--- src/rtl/alu_result_writeback_pkg.sv ---
// Shared definitions for the ALU result writeback stage: op codes, write
// targets and the writeback state encoding.
package alu_result_writeback_pkg;

  localparam logic [1:0] ALU_ADD = 2'b00;
  localparam logic [1:0] ALU_SUB = 2'b01;
  localparam logic [1:0] ALU_MUL = 2'b10;
  localparam logic [1:0] ALU_DIV = 2'b11;

  localparam logic WB_LO = 1'b0;
  localparam logic WB_HI = 1'b1;

  typedef enum logic [1:0] {
    ST_IDLE  = 2'b00,
    ST_WR_LO = 2'b01,
    ST_WR_HI = 2'b10
  } wb_state_e;

endpackage

--- src/rtl/alu_result_writeback_result_flag_gen.sv ---
// Condition flags for one ALU result. Mul/div judge the full 64-bit product,
// add/sub judge only the low half.
module result_flag_gen
  import alu_result_writeback_pkg::*;
#(
  parameter int WIDTH = 32
) (
  input  logic [WIDTH-1:0] hi,
  input  logic [WIDTH-1:0] lo,
  input  logic [1:0]       op,
  input  logic [WIDTH-1:0] b,
  output logic             z,
  output logic             n,
  output logic             dz
);

  always_comb begin
    // NOTE: every output gets a value on every path, so no latch is inferred.
    z  = 1'b0;
    n  = 1'b0;
    dz = (op == ALU_DIV) && (b == '0);
    if (op == ALU_MUL || op == ALU_DIV) begin
      z = ({hi, lo} == '0);
      n = hi[WIDTH-1];
    end else begin
      z = (lo == '0);
      n = lo[WIDTH-1];
    end
  end

endmodule

--- src/rtl/alu_result_writeback.sv ---
// Captures one ALU result into the Z register pair, registers its flags and
// drives it to the write port as one or two valid/ready beats.
module alu_result_writeback
  import alu_result_writeback_pkg::*;
#(
  parameter int WIDTH        = 32,
  parameter bit HI_ON_ADDSUB = 1'b0
) (
  input  logic             clk,
  input  logic             rst_n,
  input  logic             res_valid,
  output logic             res_ready,
  input  logic [WIDTH-1:0] res_hi,
  input  logic [WIDTH-1:0] res_lo,
  input  logic [1:0]       res_op,
  input  logic [WIDTH-1:0] res_b,
  output logic             wb_valid,
  input  logic             wb_ready,
  output logic             wb_sel,
  output logic [WIDTH-1:0] wb_data,
  output logic             flag_z,
  output logic             flag_n,
  output logic             flag_dz
);

  wb_state_e        state_q, state_d;
  logic [WIDTH-1:0] z_hi_q, z_hi_d;
  logic [WIDTH-1:0] z_lo_q, z_lo_d;
  logic [1:0]       op_q, op_d;
  logic             wb_valid_q, wb_valid_d;
  logic             wb_sel_q, wb_sel_d;
  logic [WIDTH-1:0] wb_data_q, wb_data_d;
  logic             flag_z_q, flag_z_d;
  logic             flag_n_q, flag_n_d;
  logic             flag_dz_q, flag_dz_d;
  logic             gen_z, gen_n, gen_dz;

  result_flag_gen #(.WIDTH(WIDTH)) u_flag_gen (
    .hi (res_hi),
    .lo (res_lo),
    .op (res_op),
    .b  (res_b),
    .z  (gen_z),
    .n  (gen_n),
    .dz (gen_dz)
  );

  assign res_ready = (state_q == ST_IDLE);

  always_comb begin
    state_d    = state_q;
    z_hi_d     = z_hi_q;
    z_lo_d     = z_lo_q;
    op_d       = op_q;
    wb_valid_d = wb_valid_q;
    wb_sel_d   = wb_sel_q;
    wb_data_d  = wb_data_q;
    flag_z_d   = flag_z_q;
    flag_n_d   = flag_n_q;
    flag_dz_d  = flag_dz_q;

    case (state_q)
      ST_IDLE: begin
        if (res_valid) begin
          z_hi_d    = res_hi;
          z_lo_d    = res_lo;
          op_d      = res_op;
          flag_z_d  = gen_z;
          flag_n_d  = gen_n;
          flag_dz_d = gen_dz;
          // A divide by zero is recorded in the flags but never written back.
          if (!gen_dz) begin
            state_d    = ST_WR_LO;
            wb_valid_d = 1'b1;
            wb_sel_d   = WB_LO;
            wb_data_d  = res_lo;
          end
        end
      end
      ST_WR_LO: begin
        if (wb_ready) begin
          if (op_q == ALU_MUL || op_q == ALU_DIV || HI_ON_ADDSUB) begin
            state_d   = ST_WR_HI;
            wb_sel_d  = WB_HI;
            wb_data_d = z_hi_q;
          end else begin
            state_d    = ST_IDLE;
            wb_valid_d = 1'b0;
          end
        end
      end
      ST_WR_HI: begin
        if (wb_ready) begin
          state_d    = ST_IDLE;
          wb_valid_d = 1'b0;
        end
      end
      default: begin
        state_d    = ST_IDLE;
        wb_valid_d = 1'b0;
      end
    endcase
  end

  // NOTE: sequential state uses non-blocking assignments so every flop samples
  // the pre-edge values, independent of process ordering.
  always_ff @(posedge clk or negedge rst_n) begin
    if (!rst_n) begin
      state_q    <= ST_IDLE;
      z_hi_q     <= '0;
      z_lo_q     <= '0;
      op_q       <= ALU_ADD;
      wb_valid_q <= 1'b0;
      wb_sel_q   <= WB_LO;
      wb_data_q  <= '0;
      flag_z_q   <= 1'b0;
      flag_n_q   <= 1'b0;
      flag_dz_q  <= 1'b0;
    end else begin
      state_q    <= state_d;
      z_hi_q     <= z_hi_d;
      z_lo_q     <= z_lo_d;
      op_q       <= op_d;
      wb_valid_q <= wb_valid_d;
      wb_sel_q   <= wb_sel_d;
      wb_data_q  <= wb_data_d;
      flag_z_q   <= flag_z_d;
      flag_n_q   <= flag_n_d;
      flag_dz_q  <= flag_dz_d;
    end
  end

  assign wb_valid = wb_valid_q;
  assign wb_sel   = wb_sel_q;
  assign wb_data  = wb_data_q;
  assign flag_z   = flag_z_q;
  assign flag_n   = flag_n_q;
  assign flag_dz  = flag_dz_q;

endmodule
--- config.mk ---
export PLATFORM = sky130hd
export DESIGN_NAME = alu_result_writeback
export DESIGN_NICKNAME = d
export VERILOG_FILES = /design/src/rtl/alu_result_writeback_pkg.sv /design/src/rtl/alu_result_writeback_result_flag_gen.sv /design/src/rtl/alu_result_writeback.sv
export SDC_FILE = /design/constraint.sdc
export NUM_CORES = 1
export LEC_CHECK = 0
export CAP_MARGIN = 20
export CORE_MARGIN = 3
export CORE_UTILIZATION = 35
export DETAILED_ROUTE_END_ITERATION = 16
export PLACE_DENSITY = 0.64
export SLEW_MARGIN = 15
export SYNTH_ARGS = -nofsm -noshare
export SYNTH_HDL_FRONTEND = slang
export SYNTH_SLANG_ARGS = --single-unit
export TNS_END_PERCENT = 5
--- constraint.sdc ---
create_clock -name clk -period 3.55 [get_ports clk]
set_input_delay 0.5325 -clock clk [delete_from_list [all_inputs] [get_ports clk]]
set_output_delay 0.5325 -clock clk [all_outputs]
set_load 0.01 [all_outputs]
==> summary.txt, run 1 <==
clk_lat worst skew - 0.34 ns
clk_skew - 0.0107 ns
Worst Setup Start Kind - input port
minimum clock period - 2.28 ns
Clock Pin Slew Worst Setup and Hold Paths - 0.08 ns
Yosys warning total - 0
synthesis-to-layout area growth - 47.3%
DR vias - 2,775
global-route wire length before repair - 15,400 um
DP Cell Count - 534
Tightest Pin Transition - 0.914 ns
wire length on met3 - 647 um
vias in the first global route - 2,912
Max Root-Sink Buffers - 2
Post-Route WL - 9680 um
total track usage - 0.175
clock buffers created by TritonCTS - 9
WS Path Type - in2reg
layout cells sized above 1 - 0.226
register area share after synthesis - 0.517
maximum number of pins on one net before global-route repair - 73
Via-to-Cell Ratio - 5.05
Worst Path Max Fanout - 32
H-tree level count - 3
row count - 35
# IOs - 140
uppermost layer routed - met4
DRC Markers - 0
final setup fails - 0
drt first pass iters - 4
synthesized flop and latch total - 72
met2 WL - 4710 um
Worst Path Required - 3.74 ns
Gate Count Post-Synth - 280
fillers - 847
FMAX - 0.438 GHz
post-CTS setup repair buffer count - 0
Initial Util - 0.368
PostCTS Resize Cnt - 0
RSZ-0062 raised after global routing - no
PwrDens - 784 nW/um^2
initial antenna violation count - 0
status - completed
Final period util - 0.644
Port Buf Inserts - 139
CP Capture Type - register
CP arrival - 2.47 ns
max cap viols - 0
Clk Tree Root Cell - clkbuf_8
Syn Std Cell Area - 3480 um^2
CTS tree - done
TNS Setup - 0 ns
Slew Limit Fails - 0
clk sinks - 72
# diodes - 0
Post-DP HPWL - 7180 um
Die H - 106 um
Max-slew headroom - 0.391
ANT nets after route - 0
nets - 518
die area - 11,200 um^2
Hold Crit Class - in2async
core area - 9460 um^2
cts hold-fix bufs - 0
wire length on met1 - 4240 um
die width - 106 um
non-filler cells, final - 550
initial DRC count - 64
Pleak - 2.02 nW
global route overflow - 0
Final Hold Fails - 0
GP Congestion - 0.754
synthesized area per cell - 12.4 um^2
post-synth cell types - 28
syn_nets - 382
Peak supply drop - 0.387 mV
average wire per standard cell - 17.6 um
==> metrics by stage <==
stage	total power [mW]	worst slack [ns]	cell area (um^2)	utilization	hold WS, ns
after global routing	4.30	1.10	5130	0.542	0.380
after CTS	4.08	1.24	5130	0.542	0.356
after detailed placement	3.44	0.884	4930	0.522	0.494
final	4.02	1.27	5130	0.542	0.321
after global placement	3.38	0.947	4930	0.522	0.475
after floorplan	2.73	1.73	3480	-	0.237
==> final timing paths <==
check,startpoint,endpoint,slack [ns],cells after the start
setup / recovery,res_b[14],wb_data[0]$_DFFE_PN0P_,1.27,6
hold / removal,rst_n,z_hi_q[4]$_DFFE_PN0P_,0.32,1
setup reg to reg,state_q[1]$_DFFE_PN0P_,wb_data[0]$_DFFE_PN0P_,1.31,6
hold reg to reg,z_hi_q[14]$_DFFE_PN0P_,z_hi_q[14]$_DFFE_PN0P_,0.51,1
max in group asynchronous,rst_n,wb_valid$_DFFE_PN0P_,2.63,1
min in group clk,z_hi_q[14]$_DFFE_PN0P_,z_hi_q[14]$_DFFE_PN0P_,0.51,1
==> final cells by class <==
class	instances	area (um^2)	share of cell area
Multi-Input combinational cell	190	1550	0.303
Sequential cell	72	1800	0.351
Tap cell	129	161	0.0315
Inverter	1	5.00	0.000976
Timing Repair Buffer	142	1410	0.275
Clock buffer	9	124	0.0242
Clock inverter	7	71.3	0.0139
==> registers in the layout, summed over array words and instances, names as in the netlist <==
name and cells:
op_q 1, state_q 2, z_hi_q 32, wb_data 32, flag_n 1, flag_dz 1, flag_z 1, wb_valid 1
wb_sel 1
==> power by group <==
| group | internal, mW | switching (mW) | total (mW) |
|---|---|---|---|
| Combinational | 1.03 | 0.915 | 1.94 |
| Sequential | 1.23 | 0.213 | 1.44 |
| Clock | 0.324 | 0.313 | 0.637 |
| Total | 2.58 | 1.44 | 4.02 |
==> critical path: stages <==
cell             delay [ns]
clkdlybuf4s50_1        0.42
nor4_2                 0.30
nand4_1                0.24
nor4_4                 0.21
or2_4                  0.54
o21ai_0                0.18
==> layer usage <==
metal  vias up  track usage
li1       1332            -
met1      1338        0.227
met2        98        0.289
met3         7       0.0459
met4         0       0.0500
met5         -            0
==> cell usage in the layout (no fill, tap or decap) <==
cell type / instances
dfrtp_1: 72
nand2_4: 1
nor2b_4: 1
or2_2: 1
o21ai_2: 30
nand3_1: 3
nor4_2: 4
nor2b_1: 1
nor2_1: 2
inv_6: 1
nor4_4: 1
clkdlybuf4s50_1: 138
mux2_2: 33
clkbuf_8: 9
buf_4: 4
nand2_1: 6
a22o_1: 1
o22ai_1: 1
nor4_1: 19
o31ai_1: 1
clkinvlp_4: 3
nand2b_1: 2
o21ai_0: 40
nor3_1: 1
bufinv_16: 1
o2bb2ai_2: 1
nand4_1: 5
or2_4: 2
and4bb_1: 1
mux2i_1: 33
clkinv_2: 3
==> synthesized netlist by cell type (all sizes together) <==
master,n,area share
mux2,33,0.11
mux2i,33,0.095
and4bb,1,0.0036
nand2b,2,0.0036
o2bb2ai,1,0.0043
nand3,3,0.0043
clkbuf,3,0.0032
nor3,1,0.0014
clkinv,1,0.0014
buf,14,0.034
nor4,24,0.055
o31ai,1,0.0022
a22o,1,0.0025
or2,3,0.0068
dfrtp,72,0.52
nand2,7,0.0097
nor2,2,0.0022
o21ai,70,0.13
nor2b,2,0.0036
o22ai,1,0.0018
nand4,5,0.0090
==> kinds of logic after synthesis <==
logic type	after synthesis	share of synthesized area
compound gates	74	0.144
buf+inv	18	0.0384
flops	72	0.517
mux	66	0.202
simple gates	50	0.0988
Note: power is estimated with default switching activity, not from simulation.
==> run 2: changes to the inputs <==
Clock period 3.55 ns to 2.3 ns, I/O delays scaled along.
==> summary.txt, run 2 (synthesis results as in run 1) <==
status - completed
Clock Pin Slew Worst Setup and Hold Paths - 0.08 ns (about the same)
Max Root-Sink Buffers - 2 (unchanged)
minimum clock period - 2.02 ns
Peak supply drop - 0.517 mV (+34%)
Port Buf Inserts - 139 (unchanged)
crit-path cells - or2_4, clkinv_2, clkdlybuf4s50_1
slowest stage delay, CP - 0.54 ns (about the same)
max cap viols - 0 (unchanged)
CP arrival - 1.67 ns (-0.80 ns)
non-filler cells, final - 560 (+1.8%)
Worst R2R Start - state_q[1]$_DFFE_PN0P_
final setup fails - 0 (unchanged)
# diodes - 0 (unchanged)
die area - 11,200 um^2 (unchanged)
Worst Path Max Fanout - 6 (-81%)
# IOs - 140 (unchanged)
Post-Route WL - 9710 um (+0.32%)
instance count on the critical path - 3 (-3)
most frequent cells in the layout - 138 x clkdlybuf4s50_1, 72 x dfrtp_1, 40 x o21ai_0
clk_skew - 0.00765 ns (-0.00304 ns)
most common cell after layout, fill and taps aside - clkdlybuf4s50_1
initial DRC count - 52 (-19%)
maximum number of pins on one net before global-route repair - 43 (-41%)
Final period util - 0.876
Post-DP HPWL - 7540 um (+5.0%)
RSZ-0062 raised after global routing - no
die width - 106 um (unchanged)
post-CTS setup repair buffer count - 0 (unchanged)
area post-placement - 5030 um^2 (+2.0%)
Buf+Inv Stages, Crit Path - 2 (+1)
Tightest Pin Transition - 0.527 ns (-0.388 ns)
Worst Setup Start Kind - register
CTS tree - done
DRC Markers - 0 (unchanged)
vias in the first global route - 3,003 (+3.1%)
CP max-delay cell - clkdlybuf4s50_1
Max-slew headroom - 0.647 (+0.256)
TNS Setup - 0 ns (unchanged)
cell area after layout - 5290 um^2 (+3.1%)
clock buffers created by TritonCTS - 9 (unchanged)
R2R setup slack - 0.49 ns (-0.82 ns)
Hold Crit Class - in2async
FMAX - 0.496 GHz
nets - 529 (+2.1%)
final core utilization - 0.559 (+0.0167)
fillers - 852 (+0.59%)
WS Path Type - reg2out
synthesis-to-layout area growth - 51.8%
GP Congestion - 0.800 (+6.1%)
global route overflow - 0 (unchanged)
DR vias - 2,827 (+1.9%)
Pleak - 2.10 nW (+4.2%)
CP top delay family - buffers and inverters
layout cells sized above 1 - 0.241 (+0.0156)
Die H - 106 um (unchanged)
CP Capture Type - output port
Worst Path Required - 1.96 ns (-1.78 ns)
initial antenna violation count - 0 (unchanged)
CP Launch Point - state_q[1]$_DFFE_PN0P_
Slew Limit Fails - 0 (unchanged)
Final Hold Fails - 0 (unchanged)
Setup crit end - res_ready
PwrDens - 1240 nW/um^2 (+58%)
average wire per standard cell - 17.3 um (-1.5%)
clk_lat worst skew - 0.34 ns (about the same)
total power - 6.54 mW (+63%)
total track usage - 0.177 (+0.00132)
worst r2r dst - wb_data[31]$_DFFE_PN0P_
H-tree level count - 3 (unchanged)
global-route wire length before repair - 15,500 um (+0.36%)
clk sinks - 72 (unchanged)
Via-to-Cell Ratio - 5.05 (about the same)
core area - 9460 um^2 (unchanged)
DP Cell Count - 544 (+1.9%)
ANT nets after route - 0 (unchanged)
row count - 35 (unchanged)
drt first pass iters - 4 (unchanged)
Clk Tree Root Cell - clkbuf_8
FF-to-FF path depth - 7 (+1)
Initial Util - 0.368 (unchanged)
## run 2: worst register-to-register path, cell delays in order, from the launching register on
cell and delay (ns):
dfrtp_1 0.45, or2_4 0.28, clkinv_2 0.07, nand2_4 0.06
o2bb2ai_2 0.22, or2_4 0.32, buf_4 0.18, o21ai_0 0.16
## run 2: timing repair
| action | in CTS | in global routing |
|---|---|---|
| hold buffers | 1 | 0 |
| endpoints found under the hold margin | 30 | 0 |
| gates resized for setup | 0 | 0 |
## run 2: through the flow
stage | hold WS [ns] | setup WS [ns]
global route | 0.520 | 0.219
CTS | 0.475 | 0.263
floorplan | 0.0494 | 0.672
detailed placement | 0.310 | 0.137
finish | 0.472 | 0.284
global placement | 0.308 | 0.159
## run 2: worst min path at each step
stage                                   to  slack [ns]  cells past startpoint
detailed placement  wb_data[5]$_DFFE_PN0P_        0.31                      1
floorplan              flag_dz$_DFFE_PN0P_        0.05                      0
global placement     z_hi_q[5]$_DFFE_PN0P_        0.31                      1
global route        wb_data[5]$_DFFE_PN0P_        0.52                      2
CTS                  z_hi_q[5]$_DFFE_PN0P_        0.47                      2
finish               z_hi_q[5]$_DFFE_PN0P_        0.47                      2
## run 2: layout make-up
class	count	area (um^2)	area share
tap	129	161	0.0305
clock buffer	10	138	0.0260
clock inverter	5	105	0.0199
multi-input combinational	190	1550	0.294
inverter	1	5.00	0.000947
timing repair buffer	153	1520	0.288
sequential	72	1800	0.341
## run 2: where the power goes
part           switching [mW]  total, mW  internal (mW)
Clock                   0.478       1.22          0.744
Sequential              0.332       2.23           1.89
Combinational            1.42       3.09           1.67
Total                    2.23       6.54           4.31
## run 2: layer usage
metal  share of wire  GRT usage  up-vias
li1                -          -     1351
met1            0.43      0.224     1368
met2            0.49      0.294      102
met3           0.069     0.0533        6
met4          0.0084     0.0472        0
met5               0          0        -
==> run 3: changes to the inputs <==
Settings changed: ABC_AREA set to 1, PLACE_DENSITY 0.64 to 0.71, REMOVE_ABC_BUFFERS set to 1.
==> summary.txt, run 3 <==
status - completed
Syn Std Cell Area - 3550 um^2 (+2.1%)
register area share after synthesis - 0.507 (-0.0106)
Tightest Pin Transition - 0.907 ns (+0.381 ns)
Clock Pin Slew Worst Setup and Hold Paths - 0.07 ns (about the same)
Max Root-Sink Buffers - 2 (unchanged)
global route overflow - 0 (unchanged)
worst r2r dst - wb_data[15]$_DFFE_PN0P_
synthesized area per cell - 7.55 um^2 (-39%)
cell with the most instances after synthesis - nand2_1
Gate Count Post-Synth - 471 (+68%)
Worst R2R Start - state_q[1]$_DFFE_PN0P_
Main synth FF type - dfrtp_1
initial DRC count - 159 (+210%)
CP Capture Type - output port
DRC Markers - 0 (unchanged)
vias in the first global route - 3,420 (+14%)
Post-Route WL - 9960 um (+2.6%)
fillers - 994 (+17%)
nets - 706 (+33%)
average wire per standard cell - 13.4 um (-23%)
most common cell after layout, fill and taps aside - nand2_1
Max-slew headroom - 0.395 (-0.252)
total track usage - 0.182 (+0.00546)
Peak supply drop - 0.451 mV (-13%)
post-synth cell types - 22 (-21%)
core area - 9820 um^2 (+3.8%)
global-route wire length before repair - 16,500 um (+6.5%)
Initial Util - 0.362 (-0.00612)
fin worst setup slack - 0.439 ns (+0.155 ns)
max cap viols - 0 (unchanged)
cts hold-fix bufs - 0 (-1)
Port Buf Inserts - 139 (unchanged)
Die H - 107 um (+0.97%)
most frequent cells in the layout - 163 x nand2_1, 138 x clkdlybuf4s50_1, 72 x dfrtp_1
maximum number of pins on one net before global-route repair - 73 (+70%)
minimum clock period - 1.86 ns (-0.155 ns)
Final Hold Fails - 0 (unchanged)
Hold Crit Class - in2async
die area - 11,400 um^2 (+2.0%)
R2R setup slack - 0.61 ns (+0.12 ns)
RSZ-0062 raised after global routing - no
GP Congestion - 0.797 (-0.43%)
DR vias - 3,421 (+21%)
Yosys warning total - 0 (unchanged)
post-CTS setup repair buffer count - 0 (unchanged)
PostCTS Resize Cnt - 0 (unchanged)
CP arrival - 1.52 ns (-0.15 ns)
Worst Setup Start Kind - register
Synth area leaders - dfrtp_1 51%, nand2_1 17%, o21ai_0 7.9%, inv_1 6.3%, nand3_1 4.9%
clk_lat worst skew - 0.33 ns (about the same)
Worst Path Max Fanout - 4 (-2)
PwrDens - 1090 nW/um^2 (-12%)
FF-to-FF path depth - 7 (unchanged)
ANT nets after route - 0 (unchanged)
CTS tree - done
synthesis-to-layout area growth - 47.4%
clk sinks - 72 (unchanged)
pre-CTS setup slack - 0.249 ns (+0.113 ns)
FMAX - 0.537 GHz (+8.3%)
number of synthesized flops with an enable pin - 0 (unchanged)
final setup fails - 0 (unchanged)
initial antenna violation count - 0 (unchanged)
post-synth top area share - 0.507 (-0.0106)
WS Path Type - reg2out
Post-DP HPWL - 7430 um (-1.4%)
Synth top cells by count - 164 x nand2_1, 72 x dfrtp_1, 60 x inv_1
Final period util - 0.809 (-0.0673)
Slew Limit Fails - 0 (unchanged)
H-tree level count - 3 (unchanged)
area leader, netlist - dfrtp_1
drt first pass iters - 4 (unchanged)
Via-to-Cell Ratio - 4.61 (-8.7%)
Worst Path Required - 1.96 ns (about the same)
synthesized flop and latch total - 72 (unchanged)
Clk Tree Root Cell - clkbuf_8
# diodes - 0 (unchanged)
row count - 36 (+2.9%)
FFs w/ async S/R, synth - 1.00 (unchanged)
layout cells sized above 1 - 0.0493 (-0.192)
Pleak - 2.54 nW (+21%)
# IOs - 140 (unchanged)
TNS Setup - 0 ns (unchanged)
die width - 107 um (+0.97%)
clock buffers created by TritonCTS - 9 (unchanged)
clk_skew - 0.00755 ns (-0.0000908 ns)
run 3: cell count changes in the layout (fill, tap and decap cells not counted), sizes merged, moves of 8 or more:
cell and delta:
mux2i -33, nand3 +32, nor4 -22, mux2 -33
o21ai -11, nand2 +159, nand4 +10, nor2 +29
inv +62, buf -8
run 3: through the flow:
step / hold WS (ns) / instance area (um^2) / power, mW / util / std cells
floorplan: 0.0494 / 3430 / 3.49 / - / 449
global placement: 0.453 / 5040 / 4.68 / 0.513 / 726
detailed placement: 0.460 / 5040 / 4.78 / 0.513 / 726
CTS: 0.164 / 5240 / 5.80 / 0.534 / 742
global route: 0.190 / 5240 / 6.24 / 0.534 / 742
finish: 0.135 / 5240 / 5.73 / 0.534 / 742
run 3: cells by family after synthesis:
logic type	Yosys count	synth area share
compound gates	64	0.0947
simple gates	251	0.297
flops	72	0.507
buf+inv	84	0.101
run 3: cell type report:
cell class                 count  area, um^2  area share
sequential                    72        1800       0.344
timing repair buffer         144        1440       0.275
multi-input combinational    315        1400       0.267
inverter                      62         233      0.0444
tap                          133         166      0.0318
clock buffer                  13         159      0.0303
clock inverter                 3        40.0     0.00764
run 3: routing by layer:
layer | part of all wire | global-route usage | vias up
li1 | - | - | 1745
met1 | 0.44 | 0.233 | 1568
met2 | 0.50 | 0.312 | 100
met3 | 0.050 | 0.0409 | 8
met4 | 0.013 | 0.0466 | 0
met5 | 0 | 0 | -
run 3: how the worst max path moves through the flow:
stage / startpoint / to / slack, ns / depth (start not counted)
final: state_q[1]$_DFFE_PN0P_ / res_ready / 0.44 / 2
after global routing: state_q[1]$_DFFE_PN0P_ / res_ready / 0.35 / 2
after CTS: state_q[1]$_DFFE_PN0P_ / res_ready / 0.42 / 2
after floorplan: state_q[1]$_DFFE_PN0P_ / wb_data[0]$_DFFE_PN0P_ / -0.32 / 7
after detailed placement: res_op[1] / wb_data[15]$_DFFE_PN0P_ / 0.25 / 8
after global placement: res_op[1] / wb_data[28]$_DFFE_PN0P_ / 0.29 / 8
run 3: report_power, final:
| group | internal (mW) | switching [mW] |
|---|---|---|
| logic | 1.18 | 1.35 |
| clock network | 0.558 | 0.452 |
| registers | 1.86 | 0.327 |
| total | 3.60 | 2.13 |
run 3: worst max-delay path, stage by stage, from the launching register on:
cell and delay (ns):
dfrtp_1 0.45, nor2_2 0.17, clkdlybuf4s50_1 0.56
